`src/rtl/cache_types_pkg.sv`:
```
// cache_types_pkg: controller state encoding and tree-PLRU victim/update helpers (sized for up to 8 ways)
package cache_types_pkg;
  typedef enum logic [1:0] {COMPARE, WRITE_BACK, ALLOCATE} state_t;
  // Walk the heap-ordered tree from the root; a node bit of 1 sends the search right
  function automatic logic [2:0] plru_victim(input logic [6:0] bits, input int lvls);
    int node;
    node = 1;
    for (int l = 0; l < 3; l++)
      if (l < lvls) node = 2 * node + int'(bits[node-1]);
    return 3'(node - (1 << lvls));
  endfunction
  // Every node on the accessed way's path is flipped to point at the other subtree
  function automatic logic [6:0] plru_update(input logic [6:0] bits, input int lvls, input logic [2:0] way);
    logic [6:0] b;
    logic d;
    int node;
    b = bits;
    node = 1;
    for (int l = 0; l < 3; l++)
      if (l < lvls) begin
        d = way[lvls-1-l];
        b[node-1] = ~d;
        node = 2 * node + int'(d);
      end
    return b;
  endfunction
endpackage

```
`src/rtl/assoc_cache_ctrl_if.sv`:
```
// assoc_cache_ctrl_if: CPU request, tag-array status, pmem handshake and array write-control bundle
interface assoc_cache_ctrl_if #(parameter int WAYS = 4, parameter int SETS = 16);
  localparam int IW = $clog2(SETS);
  logic mem_read, mem_write;
  logic [IW-1:0] set_idx;
  logic [WAYS-1:0] hit_vec, valid_vec, dirty_vec;
  logic pmem_resp;
  logic mem_resp, pmem_read, pmem_write;
  logic [WAYS-1:0] way_sel;
  logic data_we, tag_we, valid_we, dirty_we, dirty_in, data_src;
  modport master (
    output mem_read, mem_write, set_idx, hit_vec, valid_vec, dirty_vec, pmem_resp,
    input mem_resp, pmem_read, pmem_write, way_sel, data_we, tag_we, valid_we, dirty_we, dirty_in, data_src
  );
  modport slave (
    input mem_read, mem_write, set_idx, hit_vec, valid_vec, dirty_vec, pmem_resp,
    output mem_resp, pmem_read, pmem_write, way_sel, data_we, tag_we, valid_we, dirty_we, dirty_in, data_src
  );
endinterface

```
`src/rtl/plru_tree.sv`:
```
// plru_tree: per-set tree-PLRU bits, victim lookup for idx and update on accessed way
module plru_tree
  import cache_types_pkg::*;
#(
  parameter int WAYS = 4,
  parameter int SETS = 16,
  localparam int IW = $clog2(SETS),
  localparam int WW = $clog2(WAYS)
) (
  input  logic          clk,
  input  logic          rst,
  input  logic [IW-1:0] idx,
  input  logic [WW-1:0] way,
  input  logic          upd,
  output logic [WW-1:0] victim
);
  logic [SETS-1:0][WAYS-2:0] tree;
  logic [6:0] cur;
  logic [WAYS-2:0] nxt;
  assign cur = 7'(tree[idx]);
  assign nxt = (WAYS-1)'(plru_update(cur, WW, 3'(way)));
  assign victim = WW'(plru_victim(cur, WW));
  // Tree bits of the addressed set move away from the way just accessed
  always_ff @(posedge clk or posedge rst)
    if (rst) tree <= '0;
    else if (upd) tree[idx] <= nxt;
endmodule

```
`src/rtl/assoc_cache_ctrl.sv`:
```
// assoc_cache_ctrl: set-associative cache controller (zero-wait hits, writeback, allocate); CACHE_CTRL_PERF_EN adds hit/miss/writeback counters
module assoc_cache_ctrl
  import cache_types_pkg::*;
#(
  parameter int WAYS = 4,
  parameter int SETS = 16
) (
  input logic clk,
  input logic rst,
  assoc_cache_ctrl_if.slave bus
`ifdef CACHE_CTRL_PERF_EN
  ,
  output logic [31:0] hit_cnt,
  output logic [31:0] miss_cnt,
  output logic [31:0] wb_cnt
`endif
);
  localparam int WW = $clog2(WAYS);
  state_t state;
  logic [WW-1:0] victim_q, hit_way, inv_way, plru_way, new_victim;
  logic req, hit_acc, miss, fill, wr_hit, dirty_victim;
  // Lowest-index hit way and lowest-index invalid way
  always_comb begin
    hit_way = '0;
    inv_way = '0;
    for (int i = WAYS - 1; i >= 0; i--) begin
      if (bus.hit_vec[i]) hit_way = WW'(i);
      if (!bus.valid_vec[i]) inv_way = WW'(i);
    end
  end
  assign new_victim = &bus.valid_vec ? plru_way : inv_way;
  assign dirty_victim = bus.dirty_vec[new_victim];
  assign req = bus.mem_read | bus.mem_write;
  assign hit_acc = !rst && state == COMPARE && req && |bus.hit_vec;
  assign miss = !rst && state == COMPARE && req && ~|bus.hit_vec;
  assign wr_hit = hit_acc && bus.mem_write;
  assign fill = bus.pmem_read && bus.pmem_resp;
  assign bus.mem_resp = hit_acc;
  assign bus.pmem_write = !rst && state == WRITE_BACK;
  assign bus.pmem_read = !rst && state == ALLOCATE;
  assign bus.data_we = fill | wr_hit;
  assign bus.dirty_we = fill | wr_hit;
  assign bus.tag_we = fill;
  assign bus.valid_we = fill;
  assign bus.dirty_in = wr_hit;
  assign bus.data_src = bus.pmem_read;
  assign bus.way_sel = (bus.pmem_read | bus.pmem_write) ? WAYS'(1) << victim_q :
                       hit_acc ? WAYS'(1) << hit_way :
                       miss ? WAYS'(1) << new_victim : '0;
  plru_tree #(.WAYS(WAYS), .SETS(SETS)) u_plru (
    .clk(clk),
    .rst(rst),
    .idx(bus.set_idx),
    .way(hit_way),
    .upd(hit_acc),
    .victim(plru_way)
  );
  // Miss handling FSM; the victim is captured on the miss cycle and held until COMPARE
  always_ff @(posedge clk or posedge rst)
    if (rst) begin
      state <= COMPARE;
      victim_q <= '0;
    end else
      case (state)
        COMPARE:
          if (miss) begin
            victim_q <= new_victim;
            state <= dirty_victim ? WRITE_BACK : ALLOCATE;
          end
        WRITE_BACK: if (bus.pmem_resp) state <= ALLOCATE;
        ALLOCATE: if (bus.pmem_resp) state <= COMPARE;
        default: state <= COMPARE;
      endcase
`ifdef CACHE_CTRL_PERF_EN
  // Saturating event counters; a writeback is counted on the dirty miss that starts it
  always_ff @(posedge clk or posedge rst)
    if (rst) begin
      hit_cnt <= '0;
      miss_cnt <= '0;
      wb_cnt <= '0;
    end else begin
      if (hit_acc && ~&hit_cnt) hit_cnt <= hit_cnt + 32'd1;
      if (miss && ~&miss_cnt) miss_cnt <= miss_cnt + 32'd1;
      if (miss && dirty_victim && ~&wb_cnt) wb_cnt <= wb_cnt + 32'd1;
    end
`endif
endmodule
```
`src/flat_wrapper.sv`:
```
// flat-port wrapper written by rule: the top's interface ports become plain ports
module assoc_cache_ctrl_flat import cache_types_pkg::*;
#(
  parameter int WAYS = 4,
  parameter int SETS = 16
)
  (clk, rst, bus_mem_read, bus_mem_write, bus_set_idx, bus_hit_vec, bus_valid_vec, bus_dirty_vec, bus_pmem_resp, bus_mem_resp, bus_pmem_read, bus_pmem_write, bus_way_sel, bus_data_we, bus_tag_we, bus_valid_we, bus_dirty_we, bus_dirty_in, bus_data_src);
  assoc_cache_ctrl_if #(.WAYS(WAYS), .SETS(SETS)) bus_i ();
  input logic clk;
  input logic rst;
  input wire logic [$bits(bus_i.mem_read)-1:0] bus_mem_read;
  input wire logic [$bits(bus_i.mem_write)-1:0] bus_mem_write;
  input wire logic [$bits(bus_i.set_idx)-1:0] bus_set_idx;
  input wire logic [$bits(bus_i.hit_vec)-1:0] bus_hit_vec;
  input wire logic [$bits(bus_i.valid_vec)-1:0] bus_valid_vec;
  input wire logic [$bits(bus_i.dirty_vec)-1:0] bus_dirty_vec;
  input wire logic [$bits(bus_i.pmem_resp)-1:0] bus_pmem_resp;
  output wire logic [$bits(bus_i.mem_resp)-1:0] bus_mem_resp;
  output wire logic [$bits(bus_i.pmem_read)-1:0] bus_pmem_read;
  output wire logic [$bits(bus_i.pmem_write)-1:0] bus_pmem_write;
  output wire logic [$bits(bus_i.way_sel)-1:0] bus_way_sel;
  output wire logic [$bits(bus_i.data_we)-1:0] bus_data_we;
  output wire logic [$bits(bus_i.tag_we)-1:0] bus_tag_we;
  output wire logic [$bits(bus_i.valid_we)-1:0] bus_valid_we;
  output wire logic [$bits(bus_i.dirty_we)-1:0] bus_dirty_we;
  output wire logic [$bits(bus_i.dirty_in)-1:0] bus_dirty_in;
  output wire logic [$bits(bus_i.data_src)-1:0] bus_data_src;
  assign bus_i.mem_read = bus_mem_read;
  assign bus_i.mem_write = bus_mem_write;
  assign bus_i.set_idx = bus_set_idx;
  assign bus_i.hit_vec = bus_hit_vec;
  assign bus_i.valid_vec = bus_valid_vec;
  assign bus_i.dirty_vec = bus_dirty_vec;
  assign bus_i.pmem_resp = bus_pmem_resp;
  assign bus_mem_resp = bus_i.mem_resp;
  assign bus_pmem_read = bus_i.pmem_read;
  assign bus_pmem_write = bus_i.pmem_write;
  assign bus_way_sel = bus_i.way_sel;
  assign bus_data_we = bus_i.data_we;
  assign bus_tag_we = bus_i.tag_we;
  assign bus_valid_we = bus_i.valid_we;
  assign bus_dirty_we = bus_i.dirty_we;
  assign bus_dirty_in = bus_i.dirty_in;
  assign bus_data_src = bus_i.data_src;
  assoc_cache_ctrl #(.WAYS(WAYS), .SETS(SETS)) u_core (.clk(clk), .rst(rst), .bus(bus_i));
endmodule
```
`config.mk`:
```
export PLATFORM = sky130hd
export DESIGN_NAME = assoc_cache_ctrl_flat
export DESIGN_NICKNAME = d
export VERILOG_FILES = /design/src/rtl/cache_types_pkg.sv /design/src/rtl/assoc_cache_ctrl_if.sv /design/src/rtl/plru_tree.sv /design/src/rtl/assoc_cache_ctrl.sv /design/src/flat_wrapper.sv
export SDC_FILE = /design/constraint.sdc
export NUM_CORES = 1
export LEC_CHECK = 0
export CAP_MARGIN = 15
export CORE_UTILIZATION = 40
export CTS_CLUSTER_DIAMETER = 40
export DETAILED_ROUTE_END_ITERATION = 8
export PLACE_DENSITY = 0.59
export SETUP_SLACK_MARGIN = 0.1
export SYNTH_ARGS = -nofsm -noshare
export SYNTH_HDL_FRONTEND = slang
export SYNTH_SLANG_ARGS = --single-unit
```
`constraint.sdc`:
```
create_clock -name clk -period 2.8 [get_ports clk]
set_clock_uncertainty 0.05 [all_clocks]
set_input_delay 0.56 -clock clk [delete_from_list [all_inputs] [get_ports clk]]
set_output_delay 0.56 -clock clk [all_outputs]
set_load 0.01 [all_outputs]
```
# After elaboration in Yosys (flattened, before gate mapping)
# Cells that the tools add are included.
totals:
  reg_bits: 52
  word_cells: 90
  output_inout_bits: 13
classes:
  add_sub_neg: 6
  n_reduce_logical: 17
  eq_ne: 5
  n_lt_le_gt_ge: 6
  bitwise: 5
  shift: 3
  mux: 30
op_table:
  columns: ["operator", "count"]
  rows:
  - ["$bwmux W48", 1]
  - ["$mux W2", 13]
  - ["$lt A4 B5 Y1 const B", 3]
  - ["$bmux W3 S4", 1]
  - ["$demux W3 S4", 1]
  - ["$mux W4", 3]
  - ["$shl A1 B2 Y4 const A", 3]
  - ["$logic_and A1 B1 Y1", 10]
  - ["$ge A4 B1 Y1 const B", 2]
  - ["$sub A3 B1 Y4 const B", 2]
  - ["$bwmux W7", 1]
  - ["$add A2 B1 Y3 const A", 2]
  - ["$mux W3", 2]
  - ["$pmux W2 S3", 1]
  - ["$mux W1", 4]
  - ["$ne A2 B2 Y1 const B", 2]
  - ["$reduce_and A4 Y1", 1]
  - ["$reduce_or A4 Y1", 1]
  - ["$bmux W1 S3", 1]
  - ["$demux W1 S3", 1]
  - ["$lt A2 B3 Y1 const B", 1]
  - ["$or A1 B1 Y1", 3]
  - ["$reduce_and A3 Y1", 1]
  - ["$add A2 B1 Y2", 1]
  - ["9 further kinds", 11]

# Longest topological paths before layout
# Gate-level depths: netlist of the first run.
logic_depth:
  ltp_word: 15
  ltp_mapped: 9
  ltp_nobuf: 7

# By module
# Synthesis of the first run repeated with hierarchy kept, for this count alone.
unflattened:
  hier_cells: 281
  area_unflattened_um2: 2740.1
by_module_without_submodules:
  columns: ["mod", "seq_area_each_um2", "instances", "cells_each", "area_per_inst_um2"]
  rows:
  - ["plru_tree", 1201.2, 1, 224, 2285.9]
  - ["assoc_cache_ctrl", 100.1, 1, 57, 454.2]

# Worst setup path before layout of the first run
# OpenSTA, ideal clock, no wires.
synth_path:
  path_type: "input-to-output"
  start: "in bus_set_idx[1]"
  end: "out bus_way_sel[1]"
  path_buffers: 2
  setup_slack_ns: -0.200
  arrival_ns: 2.390
  stages: 9
  cell_sequence: "buf_2 -> buf_2 -> mux4_2 -> a22oi_1 -> nand3_1 -> mux2_2 -> o21ai_1 -> inv_1 -> a221o_1"
synth_between:
  elab_chain_len: 14
synth_rtl:
  columns: ["item", "line_no", "source"]
  rows:
  - ["start, declared", "flat_wrapper.sv:13", "input wire logic [$bits(bus_i.set_idx)-1:0] bus_set_idx;"]
  - ["$bmux W3 S4 *", "plru_tree.sv:20", "assign cur = 7'(tree[idx]);"]
  - ["$mux W3 (not written as such) *", "plru_tree.sv:20", null]
  - ["$add A2 B1 Y3", "cache_types_pkg.sv:9", "if (l < lvls) node = 2 * node + int'(bits[node-1]);"]
  - ["$sub A3 B1 Y4", "cache_types_pkg.sv:9", null]
  - ["$bmux W1 S3", "cache_types_pkg.sv:9", null]
  - ["$mux W1 (not written as such) (2 in series)", "cache_types_pkg.sv:9", null]
  - ["$add A2 B1 Y2 *", "cache_types_pkg.sv:9", null]
  - ["$sub A2 B1 Y2 *", "cache_types_pkg.sv:10", "return 3'(node - (1 << lvls));"]
  - ["$mux W2 *", "assoc_cache_ctrl.sv:31", "assign new_victim = &bus.valid_vec ? plru_way : inv_way;"]
  - ["$shl A1 B2 Y4 *", "assoc_cache_ctrl.sv:49", "miss ? WAYS'(1) << new_victim : '0;"]
  - ["$mux W4 *", "assoc_cache_ctrl.sv:49", null]
  - ["$mux W4 *", "assoc_cache_ctrl.sv:48", "hit_acc ? WAYS'(1) << hit_way :"]
  - ["$mux W4 *", "assoc_cache_ctrl.sv:47", "assign bus.way_sel = (bus.pmem_read | bus.pmem_write) ? WAYS'(1) << victim_q :"]
  - ["end, declared", "flat_wrapper.sv:21", "output wire logic [$bits(bus_i.way_sel)-1:0] bus_way_sel;"]
# Every way passes the cells marked *; elsewhere a longest branch is shown, timed or not. The select of a mux whose other input is x is not followed.

# Worst setup path in the final report of the first run
layout_path:
  start: "in bus_set_idx[0]"
  end: "out bus_way_sel[1]"
# Same word-level chain as after synthesis.

==> Flow_metrics.wiki, run 1 <==
{| class="wikitable"
! Metric !! Value
|-
| Via count of the first global-routing pass || 2235
|-
| Die Span X || 84.1 um
|-
| Clock insertion delay at the later pin of the skew report || 0.30 ns
|-
| Area growth, synth to finish || 40.2%
|-
| Average footprint of a synthesized cell || 11.6 um^2
|-
| Via density per instance || 5.31
|-
| Stage delay of the slowest cell on the critical path || 0.51 ns
|-
| Total power || 2.48 mW
|-
| Nets in the synthesized netlist || 253
|-
| Final worst setup slack || -0.321 ns
|-
| IR drop worst, VDD || 396 uV
|-
| Internal power consumption || 1.74 mW
|-
| Antenna-violating nets left || 0
|-
| Initial core utilization || 42.0%
|-
| Worst slew margin || 66.3%
|-
| Number of flops mapped to enable cells by yosys || 0
|-
| Pin count of the biggest net entering global routing || 32
|-
| Most used flip-flop cell after synthesis || sky130_fd_sc_hd__dfrtp_1
|-
| Upper clock frequency limit || 320 MHz
|-
| Total placed cells including tap cells || 381
|-
| Number of H-tree levels || 2
|-
| Post-synthesis cell count || 232
|-
| Number of different library cells in the post-synthesis netlist || 41
|-
| RSZ-0062 raised after global routing || yes
|-
| Critical Path Slowest Stage Cell || sky130_fd_sc_hd__mux4_2
|-
| Worst path buffer plus inverter count || 4
|-
| Register-to-register setup slack || 0.23 ns
|-
| Max Slew Vio Count || 0
|-
| Count of inserted antenna diode cells || 0
|-
| Clock Power Share || 17.1%
|-
| Yosys synthesis warning count || 0
|-
| Sequential cell area fraction in the yosys report || 48.2%
|-
| Seq cells post-synth || 52
|-
| Worst slack at placement || -1.13 ns
|-
| Cell-by-cell listing of the critical path || buf_8 -> buf_12 -> mux4_2 -> a22oi_2 -> nand3_2 -> mux2_4 -> o21ai_4 -> inv_2 -> a221o_1 -> buf_2
|-
| Final WL || 6.67 mm
|-
| Layout cells sized above 1 || 44.8%
|-
| CP Max Fanout || 5
|-
| GRT Total Usage || 20.0%
|-
| Max-capacitance violation count || 0
|-
| Violations in the final reports || design-rule violations, negative setup slack
|-
| Share of total power in combinational logic || 35.3%
|-
| Clock-pin slew on the worst setup and hold paths || 0.08 ns
|-
| Share of total power consumed by net switching || 30.0%
|-
| Worst Hold Margin || 0.434 ns
|-
| Sequential share of power || 47.6%
|-
| CTS Hold Buffers Added || 0
|-
| Die Footprint || 7080 um^2
|-
| Critical Setup Path Class || in -> out
|-
| Total number of vias || 2131
|-
| Final HPWL DP || 4.86 mm
|-
| Clock Tree Root || sky130_fd_sc_hd__clkbuf_8
|-
| Kind of end point of the critical path || primary output
|-
| Longest Clk Path Bufs || 2
|-
| Total count of hold-check failures in the final report || 0
|-
| Pleak || 1.76 nW
|-
| Setup Viol. Count Final || 4
|-
| TritonCTS clock tree || yes
|-
| TritonCTS Sinks || 52
|-
| Vertical extent of the die || 84.1 um
|-
| Weighted congestion reported at the end of routability-driven placement || 0.860
|-
| First-pass GRT wire length || 11.0 mm
|-
| Final standard cell count with taps included and fillers excluded || 401
|-
| Top Ports || 34
|-
| Critical path's top delay family || multiplexers
|-
| Number of optimization iterations in the first detailed-route pass || 6
|-
| Number of buffers added by the clock tree synthesis step || 5
|-
| Kind of launch point of the worst setup path || input pin
|-
| Wire length per cell after detailed routing || 16.6 um
|-
| Leftover overflow at the end of global routing || 0
|-
| Net Switching || 745 uW
|-
| Sum of negative setup slack || -1.06 ns
|-
| Ys async rst share || 100%
|-
| Arrival time of data at the critical path endpoint || 2.51 ns
|-
| Placeable core area || 6420 um^2
|-
| Critical path required time || 2.19 ns
|-
| Final Cycle Share || 111%
|-
| Remaining routing DRC violations || 14
|-
| Final period demand of the worst path || 3.12 ns
|-
| Transition time of the tightest slew-check pin || 0.505 ns
|-
| Ratio of total power to cell area || 656 nW/um^2
|-
| Initial antenna violation count || 0
|-
| Quantity of I/O buffers inserted on ports || 33
|-
| Number of nets in the final layout || 344
|-
| Status || finished with violations
|-
| Number of DRC violations after detailed-routing iteration 0 || 79
|-
| Placement row count || 29
|-
| HP Class || reg -> reg
|-
| Post-synthesis instance area || 2700 um^2
|}
## cell usage after synthesis, types with 2 or more instances
library cell	count	share of area [%]
sky130_fd_sc_hd__buf_4	3	0.83
sky130_fd_sc_hd__nor3_1	3	0.56
sky130_fd_sc_hd__nand2b_1	4	0.93
sky130_fd_sc_hd__mux2_1	2	0.83
sky130_fd_sc_hd__nand3_1	7	1.3
sky130_fd_sc_hd__nand2_1	24	3.3
sky130_fd_sc_hd__dfrtp_1	52	48
sky130_fd_sc_hd__and2_1	2	0.46
sky130_fd_sc_hd__nor2b_1	3	0.70
sky130_fd_sc_hd__buf_6	2	0.83
sky130_fd_sc_hd__mux4_2	12	10
sky130_fd_sc_hd__mux2_2	31	13
sky130_fd_sc_hd__a32o_1	2	0.74
sky130_fd_sc_hd__a22oi_1	2	0.56
sky130_fd_sc_hd__buf_2	3	0.56
sky130_fd_sc_hd__inv_1	5	0.70
sky130_fd_sc_hd__o21ai_0	10	1.9
sky130_fd_sc_hd__nor2_1	21	2.9
sky130_fd_sc_hd__mux2i_1	6	2.2
sky130_fd_sc_hd__a221o_1	2	0.74
sky130_fd_sc_hd__nor3b_1	2	0.56
sky130_fd_sc_hd__a21oi_1	9	1.7
sky130_fd_sc_hd__clkbuf_1	5	0.70
sky130_fd_sc_hd__a32oi_1	2	0.65
sky130_fd_sc_hd__o21ai_1	2	0.37
## worst reg2reg max path: stages (launching register included)
cell	delay, ns
sky130_fd_sc_hd__dfrtp_1	0.41
sky130_fd_sc_hd__mux4_2	0.47
sky130_fd_sc_hd__mux2i_2	0.19
sky130_fd_sc_hd__mux2i_2	0.12
sky130_fd_sc_hd__buf_4	0.14
sky130_fd_sc_hd__o211a_1	0.25
sky130_fd_sc_hd__buf_4	0.15
sky130_fd_sc_hd__mux2i_1	0.12
sky130_fd_sc_hd__a22o_1	0.28
sky130_fd_sc_hd__a32o_1	0.27
## cell families after synthesis
logic type	synth area share, %
AO/OA/AOI/OAI	8.39
buffers and inverters	3.62
flip-flops	48.2
multiplexers	26.0
AND/OR/NAND/NOR	13.8
## cell type report
| cell class | instances | area [um^2] |
|---|---|---|
| clock buffers | 8 | 90.1 |
| fillers | 530 | 2640 |
| inverters | 5 | 18.8 |
| multi-input cells | 162 | 1410 |
| flip-flops and latches | 52 | 1300 |
| well taps | 77 | 96.3 |
| repair buffers | 97 | 870 |
## per-layer routing
layer	track usage [%]	vias up	routed length, um
li1	-	1021	-
met1	26.8	1040	3060
met2	33.1	58	3130
met3	3.83	12	312
met4	6.27	0	170
met5	0	-	0
## flip-flops by register name, indices dropped and copies added, names as in the netlist
signal and flops:
u_core.u_plru.tree 48, u_core.state 2, u_core.victim_q 2
## final timing paths
kind	startpoint	end	cells past startpoint
worst max-delay path	bus_set_idx[0]	bus_way_sel[1]	10
worst min-delay path	u_core.u_plru.tree[18]$_DFFE_PP0P_	u_core.u_plru.tree[18]$_DFFE_PP0P_	2
worst max register to register	u_core.u_plru.tree[0]$_DFFE_PP0P_	u_core.state[1]$_DFFE_PP0P_	9
worst min register to register	u_core.u_plru.tree[18]$_DFFE_PP0P_	u_core.u_plru.tree[18]$_DFFE_PP0P_	2
max in group asynchronous	rst	u_core.u_plru.tree[18]$_DFFE_PP0P_	4
min in group asynchronous	rst	u_core.state[0]$_DFFE_PP0P_	3
## through the flow
step	instance area, um^2	util, %
after global placement	3500	54.5
after CTS	3740	58.2
final	3780	58.9
after detailed placement	3500	54.5
after floorplan	2750	-
after global routing	3780	58.9
## what timing repair did
action,in CTS,in global routing
resized for setup,61,12
pin swaps,7,5
cloned,1,0
buffers inserted,10,2
setup endpoints to repair,12,19
## power by group through the flow
stage | registers [mW] | clock network [mW] | logic [mW]
finish | 1.18 | 0.425 | 0.878
global route | 1.20 | 0.470 | 0.957
CTS | 1.18 | 0.439 | 0.870
detailed placement | 1.19 | 0 | 0.817
global placement | 1.18 | 0 | 0.801
floorplan | 1.10 | 0 | 0.539
## placed cells by master (no fill, tap or decap), types with 2 or more instances in the layout
| cell type | Yosys | final |
|---|---|---|
| sky130_fd_sc_hd__a221o_1 | 2 | 2 |
| sky130_fd_sc_hd__o21ai_0 | 10 | 9 |
| sky130_fd_sc_hd__buf_2 | 3 | 5 |
| sky130_fd_sc_hd__nand3_1 | 7 | 4 |
| sky130_fd_sc_hd__nand2b_1 | 4 | 4 |
| sky130_fd_sc_hd__clkbuf_1 | 5 | 2 |
| sky130_fd_sc_hd__buf_6 | 2 | 4 |
| sky130_fd_sc_hd__a32o_1 | 2 | 2 |
| sky130_fd_sc_hd__inv_1 | 5 | 3 |
| sky130_fd_sc_hd__clkbuf_8 | 0 | 6 |
| sky130_fd_sc_hd__o21ai_2 | 0 | 2 |
| sky130_fd_sc_hd__dfrtp_1 | 52 | 52 |
| sky130_fd_sc_hd__dlygate4sd2_1 | 0 | 3 |
| sky130_fd_sc_hd__a21oi_1 | 9 | 9 |
| sky130_fd_sc_hd__mux4_2 | 12 | 12 |
| sky130_fd_sc_hd__nor3_1 | 3 | 3 |
| sky130_fd_sc_hd__nand3_2 | 0 | 3 |
| sky130_fd_sc_hd__nor2_1 | 21 | 18 |
| sky130_fd_sc_hd__dlymetal6s2s_1 | 0 | 2 |
| sky130_fd_sc_hd__mux2i_1 | 6 | 4 |
| sky130_fd_sc_hd__mux2_1 | 2 | 2 |
| sky130_fd_sc_hd__and2_1 | 2 | 2 |
| sky130_fd_sc_hd__a22oi_2 | 0 | 2 |
| sky130_fd_sc_hd__mux2_2 | 31 | 30 |
| sky130_fd_sc_hd__inv_2 | 0 | 2 |
| sky130_fd_sc_hd__mux2i_2 | 0 | 2 |
| sky130_fd_sc_hd__nand2_1 | 24 | 24 |
| sky130_fd_sc_hd__buf_4 | 3 | 58 |
| sky130_fd_sc_hd__a32oi_1 | 2 | 2 |
| sky130_fd_sc_hd__clkdlybuf4s50_1 | 0 | 19 |
| sky130_fd_sc_hd__nor2_4 | 0 | 2 |
| sky130_fd_sc_hd__nor2b_2 | 0 | 2 |
| sky130_fd_sc_hd__buf_12 | 0 | 4 |
Power figures use the tool's default switching activity.
==> run 2, diff against run 1 <==
--- a/config.mk
+++ b/config.mk
@@ -7,9 +7,10 @@
 export LEC_CHECK = 0
 export CAP_MARGIN = 15
 export CORE_UTILIZATION = 40
+export CTS_BUF_LIST = sky130_fd_sc_hd__clkbuf_4
 export CTS_CLUSTER_DIAMETER = 40
 export DETAILED_ROUTE_END_ITERATION = 8
-export PLACE_DENSITY = 0.59
+export PLACE_DENSITY = 0.57
 export SETUP_SLACK_MARGIN = 0.1
 export SYNTH_ARGS = -nofsm -noshare
 export SYNTH_HDL_FRONTEND = slang
==> constraint.sdc (replaced) <==
create_clock -name clk -period 3.3 [get_ports clk]
set_clock_uncertainty 0.05 [all_clocks]
set_input_delay 0.66 -clock clk [delete_from_list [all_inputs] [get_ports clk]]
set_output_delay 0.66 -clock clk [all_outputs]
set_load 0.01 [all_outputs]
==> run 2 against run 1 <==
- the run still ends with design-rule violations, negative setup slack left
- critical endpoint unchanged
- flip-flop and latch count did not move
- clock power fell by 32%
- non-clock buffer count fell by 24
- combinational power fell by 23%
- via count fell by 5.5%
- largest power group unchanged
- critical path depth did not move
- cell area fell by 7.5%
- register-to-register slack improved by 0.43 ns
- die area did not move
- final cell count fell by 6.0%
- first-iteration DRC count rose by 35%
- count of clock-buffer cells in the layout fell by 1
==> Flow_metrics.wiki, run 2 (same netlist as run 1, synthesis figures left out) <==
{| class="wikitable"
! Metric !! Value
|-
| Longest Clk Path Bufs || 2
|-
| Clock Power Share || 14.9%
|-
| Sum of negative setup slack || -0.0106 ns
|-
| First-pass GRT wire length || 10.2 mm
|-
| Status || finished with violations
|-
| Area growth, synth to finish || 29.7%
|-
| Met3 routed WL || 283 um
|-
| Number of buffers added by the clock tree synthesis step || 5
|-
| Placeable core area || 6420 um^2
|-
| Leading cell type in the layout, fill and taps excluded || sky130_fd_sc_hd__dfrtp_1
|-
| Top Ports || 34
|-
| Antenna-violating nets left || 0
|-
| Arrival time of data at the critical path endpoint || 2.60 ns
|-
| Remaining routing DRC violations || 14
|-
| Critical path required time || 2.59 ns
|-
| Max-capacitance violation count || 0
|-
| Registers with the highest flip-flop counts || u_core.u_plru.tree (48), u_core.state (2), u_core.victim_q (2)
|-
| Most flops, register || u_core.u_plru.tree
|-
| RSZ-0062 raised after global routing || yes
|-
| Ratio of total power to cell area || 551 nW/um^2
|-
| Final Cycle Share || 100%
|-
| Via density per instance || 5.34
|-
| Initial antenna violation count || 0
|-
| Initial core utilization || 42.0%
|-
| Number of H-tree levels || 2
|-
| TritonCTS clock tree || yes
|-
| Kind of launch point of the worst setup path || input pin
|-
| Total power || 1.93 mW
|-
| Internal power consumption || 1.35 mW
|-
| Placement row count || 29
|-
| Met2 layer wire length in the routed design || 3.09 mm
|-
| Kind of end point of the critical path || primary output
|-
| Cell-by-cell listing of the critical path || buf_4 -> buf_12 -> mux4_2 -> a22oi_2 -> nand3_2 -> mux2_4 -> o21ai_4 -> inv_2 -> a221o_1 -> buf_2
|-
| Max Slew Vio Count || 0
|-
| Most used cells in the layout excluding fill and tap cells || 52 x sky130_fd_sc_hd__dfrtp_1, 36 x sky130_fd_sc_hd__buf_4, 30 x sky130_fd_sc_hd__mux2_2, 23 x sky130_fd_sc_hd__nand2_1, 23 x sky130_fd_sc_hd__clkdlybuf4s50_1
|-
| Critical Path Slowest Stage Cell || sky130_fd_sc_hd__mux4_2
|-
| Total count of hold-check failures in the final report || 0
|-
| Worst slack at placement || -0.818 ns
|-
| Final period demand of the worst path || 3.31 ns
|-
| Total number of vias || 2013
|-
| Die Span X || 84.1 um
|-
| Leftover overflow at the end of global routing || 0
|-
| Layout cells sized above 1 || 37.7%
|-
| Setup Viol. Count Final || 1
|-
| Worst slew margin || 58.3%
|-
| CP Max Fanout || 6
|-
| Number of optimization iterations in the first detailed-route pass || 6
|-
| Stage delay of the slowest cell on the critical path || 0.50 ns
|-
| Clock-pin slew on the worst setup and hold paths || 0.12 ns
|-
| HP Class || reg -> reg
|-
| Pleak || 1.59 nW
|-
| Worst path buffer plus inverter count || 4
|-
| Upper clock frequency limit || 302 MHz
|-
| Wire length per cell after detailed routing || 16.3 um
|-
| Final WL || 6.16 mm
|-
| DRT met1 WL || 2.74 mm
|-
| TritonCTS Sinks || 52
|-
| Via count of the first global-routing pass || 2080
|-
| Critical path's top delay family || multiplexers
|-
| Share of total power consumed by net switching || 29.9%
|-
| Final worst setup slack || -0.0106 ns
|-
| Number of nets in the final layout || 320
|-
| Sequential share of power || 50.1%
|-
| Critical Setup Path Class || in -> out
|-
| Violations in the final reports || design-rule violations, negative setup slack
|-
| Number of flip-flops in the largest register || 48
|-
| Pin count of the biggest net entering global routing || 29
|-
| Net Switching || 577 uW
|-
| Final HPWL DP || 4.58 mm
|-
| Vertical extent of the die || 84.1 um
|-
| Transition time of the tightest slew-check pin || 0.625 ns
|-
| Clock insertion delay at the later pin of the skew report || 0.37 ns
|-
| Count of inserted antenna diode cells || 0
|-
| Highest metal layer with signal wires || met4
|-
| Share of total power in combinational logic || 35.0%
|-
| Clock Tree Root || sky130_fd_sc_hd__clkbuf_4
|-
| IR drop worst, VDD || 279 uV
|-
| Weighted congestion reported at the end of routability-driven placement || 0.834
|-
| CTS Hold Buffers Added || 0
|-
| GRT Total Usage || 18.5%
|-
| Quantity of I/O buffers inserted on ports || 33
|-
| Die Footprint || 7080 um^2
|-
| Number of DRC violations after detailed-routing iteration 0 || 107
|}
run 2: cell count changes in the layout (fill, tap and decap cells not counted), moves of 4 or more:
cell                              before  now
sky130_fd_sc_hd__clkdlybuf4s50_1      19   23
sky130_fd_sc_hd__buf_4                58   36
sky130_fd_sc_hd__clkbuf_4              0    7
sky130_fd_sc_hd__clkbuf_8              6    0
run 2: power groups by stage:
stage	sequential, mW	clock [mW]	combinational, mW
detailed placement	0.979	0	0.652
global placement	0.979	0	0.634
floorplan	0.935	0	0.443
CTS	0.968	0.296	0.662
finish	0.966	0.287	0.676
global route	0.996	0.319	0.746
run 2: repair_timing:
| item | in CTS | in global routing |
|---|---|---|
| cloned | 1 | 0 |
| pin swaps | 4 | 3 |
| gates resized for setup | 40 | 11 |
| buffers inserted | 4 | 1 |
| endpoints found under the setup margin | 6 | 4 |
run 2: path summary, 6_finish.rpt:
path                       slack (ns)                               start                            endpoint  cells after the start
hold reg to reg                  0.45  u_core.u_plru.tree[21]$_DFFE_PP0P_  u_core.u_plru.tree[21]$_DFFE_PP0P_                      2
max in group asynchronous        1.88                                 rst  u_core.u_plru.tree[13]$_DFFE_PP0P_                      3
hold / removal                   0.45  u_core.u_plru.tree[21]$_DFFE_PP0P_  u_core.u_plru.tree[21]$_DFFE_PP0P_                      2
setup / recovery                -0.01                      bus_set_idx[0]                      bus_way_sel[1]                     10
min in group asynchronous        0.77                                 rst         u_core.state[1]$_DFFE_PP0P_                      2
setup reg to reg                 0.66   u_core.u_plru.tree[0]$_DFFE_PP0P_         u_core.state[1]$_DFFE_PP0P_                     10
run 2: stage by stage:
step	cells	cell area, um^2	hold slack [ns]	utilization, %
CTS	376	3450	0.452	53.8
finish	377	3500	0.449	54.5
detailed placement	363	3330	0.422	51.9
floorplan	232	2700	0.395	-
global route	377	3500	0.477	54.5
global placement	363	3330	0.410	51.9
run 2: cell type report:
type                    instances  area, um^2
multi-input cells             162        1370
clock buffers                   7        52.6
fillers                       577        2920
repair buffers                 73         661
well taps                      77        96.3
clock inverters                 1        3.75
flip-flops and latches         52        1300
inverters                       5        18.8
run 2: worst register-to-register path, cell delays in order (launching register included):
cell,delay [ns]
sky130_fd_sc_hd__dfrtp_1,0.42
sky130_fd_sc_hd__mux4_2,0.46
sky130_fd_sc_hd__mux2i_1,0.17
sky130_fd_sc_hd__mux2i_1,0.14
sky130_fd_sc_hd__buf_4,0.16
sky130_fd_sc_hd__buf_4,0.13
sky130_fd_sc_hd__o211a_4,0.27
sky130_fd_sc_hd__buf_4,0.14
sky130_fd_sc_hd__mux2i_1,0.11
sky130_fd_sc_hd__a22o_1,0.25
sky130_fd_sc_hd__a32o_1,0.26
run 2: routing by layer:
metal	up-vias	GRT usage [%]
met5	-	0
met4	0	4.23
met3	5	3.54
met2	44	32.9
met1	984	23.4
li1	980	-
==> run 3, diff against run 2 <==
--- a/config.mk
+++ b/config.mk
@@ -10,7 +10,7 @@
 export CTS_BUF_LIST = sky130_fd_sc_hd__clkbuf_4
 export CTS_CLUSTER_DIAMETER = 40
 export DETAILED_ROUTE_END_ITERATION = 8
-export PLACE_DENSITY = 0.57
+export PLACE_DENSITY = 0.59
 export SETUP_SLACK_MARGIN = 0.1
 export SYNTH_ARGS = -nofsm -noshare
 export SYNTH_HDL_FRONTEND = slang
==> constraint.sdc (replaced) <==
create_clock -name clk -period 3 [get_ports clk]
set_clock_uncertainty 0.05 [all_clocks]
set_input_delay 0.6 -clock clk [delete_from_list [all_inputs] [get_ports clk]]
set_output_delay 0.6 -clock clk [all_outputs]
set_load 0.01 [all_outputs]
==> run 3 against run 2 <==
- the run still ends with design-rule violations, negative setup slack left
- core utilization rose by 2.4 points
- worst setup slack got worse by 0.23 ns
- combinational power up 21%
- sequential share of layout area decreased by 1.5 points
- critical path depth unchanged
- count of clock-buffer cells in the layout stayed put
- die area is the same
- final cell count increased by 5.0%
- global-route usage increased by 1.5 points
- routed wire length grew 4.6%
- non-clock buffer count is 19 higher
- power up 14%
- critical endpoint unchanged
- highest routed layer unchanged
==> Flow_metrics.wiki, run 3 (same netlist as run 1, synthesis figures left out) <==
{| class="wikitable"
! Metric !! Value
|-
| Number of flip-flops in the largest register || 48
|-
| Number of H-tree levels || 2
|-
| IR drop worst, VDD || 296 uV
|-
| Total count of hold-check failures in the final report || 0
|-
| RSZ-0062 raised after global routing || yes
|-
| First-pass GRT wire length || 11.0 mm
|-
| Clock-pin slew on the worst setup and hold paths || 0.14 ns
|-
| Transition time of the tightest slew-check pin || 0.541 ns
|-
| Area growth, synth to finish || 35.3%
|-
| Clock Tree Root || sky130_fd_sc_hd__clkbuf_4
|-
| Total number of vias || 2152
|-
| Placeable core area || 6420 um^2
|-
| HP Class || in -> async
|-
| Top Ports || 34
|-
| Worst slew margin || 63.9%
|-
| Number of optimization iterations in the first detailed-route pass || 7
|-
| Quantity of I/O buffers inserted on ports || 33
|-
| Worst path buffer plus inverter count || 4
|-
| Vertical extent of the die || 84.1 um
|-
| Clock insertion delay at the later pin of the skew report || 0.36 ns
|-
| Kind of launch point of the worst setup path || input pin
|-
| Critical Setup Path Class || in -> out
|-
| Upper clock frequency limit || 308 MHz
|-
| Critical Path Slowest Stage Cell || sky130_fd_sc_hd__mux4_2
|-
| Leading cell type in the layout, fill and taps excluded || sky130_fd_sc_hd__buf_4
|-
| Pin count of the biggest net entering global routing || 30
|-
| Cell-by-cell listing of the critical path || buf_2 -> buf_8 -> mux4_2 -> a22oi_2 -> nand3_2 -> mux2_4 -> o21ai_4 -> inv_2 -> a221o_1 -> buf_2
|-
| Antenna-violating nets left || 0
|-
| Longest Clk Path Bufs || 2
|-
| Ratio of total power to cell area || 601 nW/um^2
|-
| Count of inserted antenna diode cells || 0
|-
| Total power || 2.20 mW
|-
| CP Max Fanout || 6
|-
| Most used cells in the layout excluding fill and tap cells || 54 x sky130_fd_sc_hd__buf_4, 52 x sky130_fd_sc_hd__dfrtp_1, 30 x sky130_fd_sc_hd__mux2_2, 23 x sky130_fd_sc_hd__clkdlybuf4s50_1, 22 x sky130_fd_sc_hd__nand2_1
|-
| Kind of end point of the critical path || primary output
|-
| Status || finished with violations
|-
| Initial antenna violation count || 0
|-
| Final worst setup slack || -0.245 ns
|-
| Final Cycle Share || 108%
|-
| Most flops, register || u_core.u_plru.tree
|-
| Critical path required time || 2.35 ns
|-
| Via density per instance || 5.43
|-
| Pleak || 1.67 nW
|-
| TritonCTS clock tree || yes
|-
| Worst slack at placement || -1.07 ns
|-
| Registers with the highest flip-flop counts || u_core.u_plru.tree (48), u_core.state (2), u_core.victim_q (2)
|-
| Leftover overflow at the end of global routing || 0
|-
| Via count of the first global-routing pass || 2213
|-
| Max-capacitance violation count || 0
|-
| Layout cells sized above 1 || 44.5%
|-
| Setup Viol. Count Final || 4
|-
| Library cell appearing most often on the critical path || sky130_fd_sc_hd__buf_2
|-
| Die Span X || 84.1 um
|-
| Final HPWL DP || 4.82 mm
|-
| Weighted congestion reported at the end of routability-driven placement || 0.879
|-
| Placement row count || 29
|-
| Arrival time of data at the critical path endpoint || 2.59 ns
|-
| Number of buffers added by the clock tree synthesis step || 5
|-
| Number of nets in the final layout || 339
|-
| Stage delay of the slowest cell on the critical path || 0.52 ns
|-
| Final period demand of the worst path || 3.24 ns
|-
| Critical path's top delay family || multiplexers
|-
| Wire length per cell after detailed routing || 16.3 um
|-
| TritonCTS Sinks || 52
|-
| Initial core utilization || 42.0%
|-
| GRT Total Usage || 20.0%
|-
| Remaining routing DRC violations || 14
|-
| Die Footprint || 7080 um^2
|-
| Final WL || 6.44 mm
|-
| Number of DRC violations after detailed-routing iteration 0 || 86
|-
| Max Slew Vio Count || 0
|-
| Violations in the final reports || design-rule violations, negative setup slack
|}
-- run 3: changes by cell type in the layout (fill, tap and decap cells not counted), sizes merged --
cell / previous run / this run
buf: 47 / 66
dlygate4sd2: 2 / 0
clkbuf: 7 / 9
-- run 3: path summary, 6_finish.rpt --
| path | start | endpoint | slack (ns) | cells past startpoint |
|---|---|---|---|---|
| worst max register to register | u_core.u_plru.tree[12]$_DFFE_PP0P_ | u_core.state[1]$_DFFE_PP0P_ | 0.39 | 9 |
| worst max-delay path | bus_set_idx[0] | bus_way_sel[1] | -0.24 | 10 |
| worst min register to register | u_core.u_plru.tree[1]$_DFFE_PP0P_ | u_core.u_plru.tree[1]$_DFFE_PP0P_ | 0.45 | 1 |
| worst min-delay path | rst | u_core.u_plru.tree[36]$_DFFE_PP0P_ | 0.43 | 3 |
| min in group clk | u_core.u_plru.tree[1]$_DFFE_PP0P_ | u_core.u_plru.tree[1]$_DFFE_PP0P_ | 0.45 | 1 |
| max in group asynchronous | rst | u_core.u_plru.tree[5]$_DFFE_PP0P_ | 1.92 | 4 |
-- run 3: report_power, final --
group	leakage, nW	switching [mW]	internal, mW
sequential	0.660	0.131	0.935
combinational	0.977	0.328	0.489
clock	0.0338	0.204	0.109
total	1.67	0.663	1.53
-- run 3: through the flow --
stage,hold WS (ns),util (%),setup TNS [ns],cells,cell area (um^2)
detailed placement,0.425,54.1,-5.52,382,3470
global route,0.465,56.9,-1.03,396,3650
global placement,0.415,54.1,-5.43,382,3470
finish,0.428,56.9,-0.661,396,3650
CTS,0.457,56.0,-0.666,395,3590
floorplan,0.395,-,-0.00123,232,2710
-- run 3: cell type report --
class	instances	area, um^2
inverter	5	18.8
clock inverter	1	3.75
timing repair buffer	92	771
fill	564	2770
sequential	52	1300
multi-input combinational	162	1410
tap	77	96.3
clock buffer	7	52.6
-- run 3: worst register-to-register path: cells and delay by family, from the launching register on --
kind	cells	cell delay (ns)
buf+inv	2	0.30
compound gates	3	0.81
flops	1	0.44
mux	4	0.92
-- run 3: repair_timing --
| action | 4_1_cts | 5_1_grt |
|---|---|---|
| resized for setup | 48 | 16 |
| buffers inserted | 5 | 2 |
| hold buffers | 0 | 0 |
| setup endpoints to repair | 7 | 10 |
| pin swaps | 5 | 5 |
-- run 3: metal layers --
layer  GRT usage, %  part of all wire (%)  up-vias
met2           32.1                    46       71
met1           27.3                    46     1045
li1               -                     -     1019
met5              0                     0        -
met3           4.42                   5.9       17
met4           6.43                   2.1        0
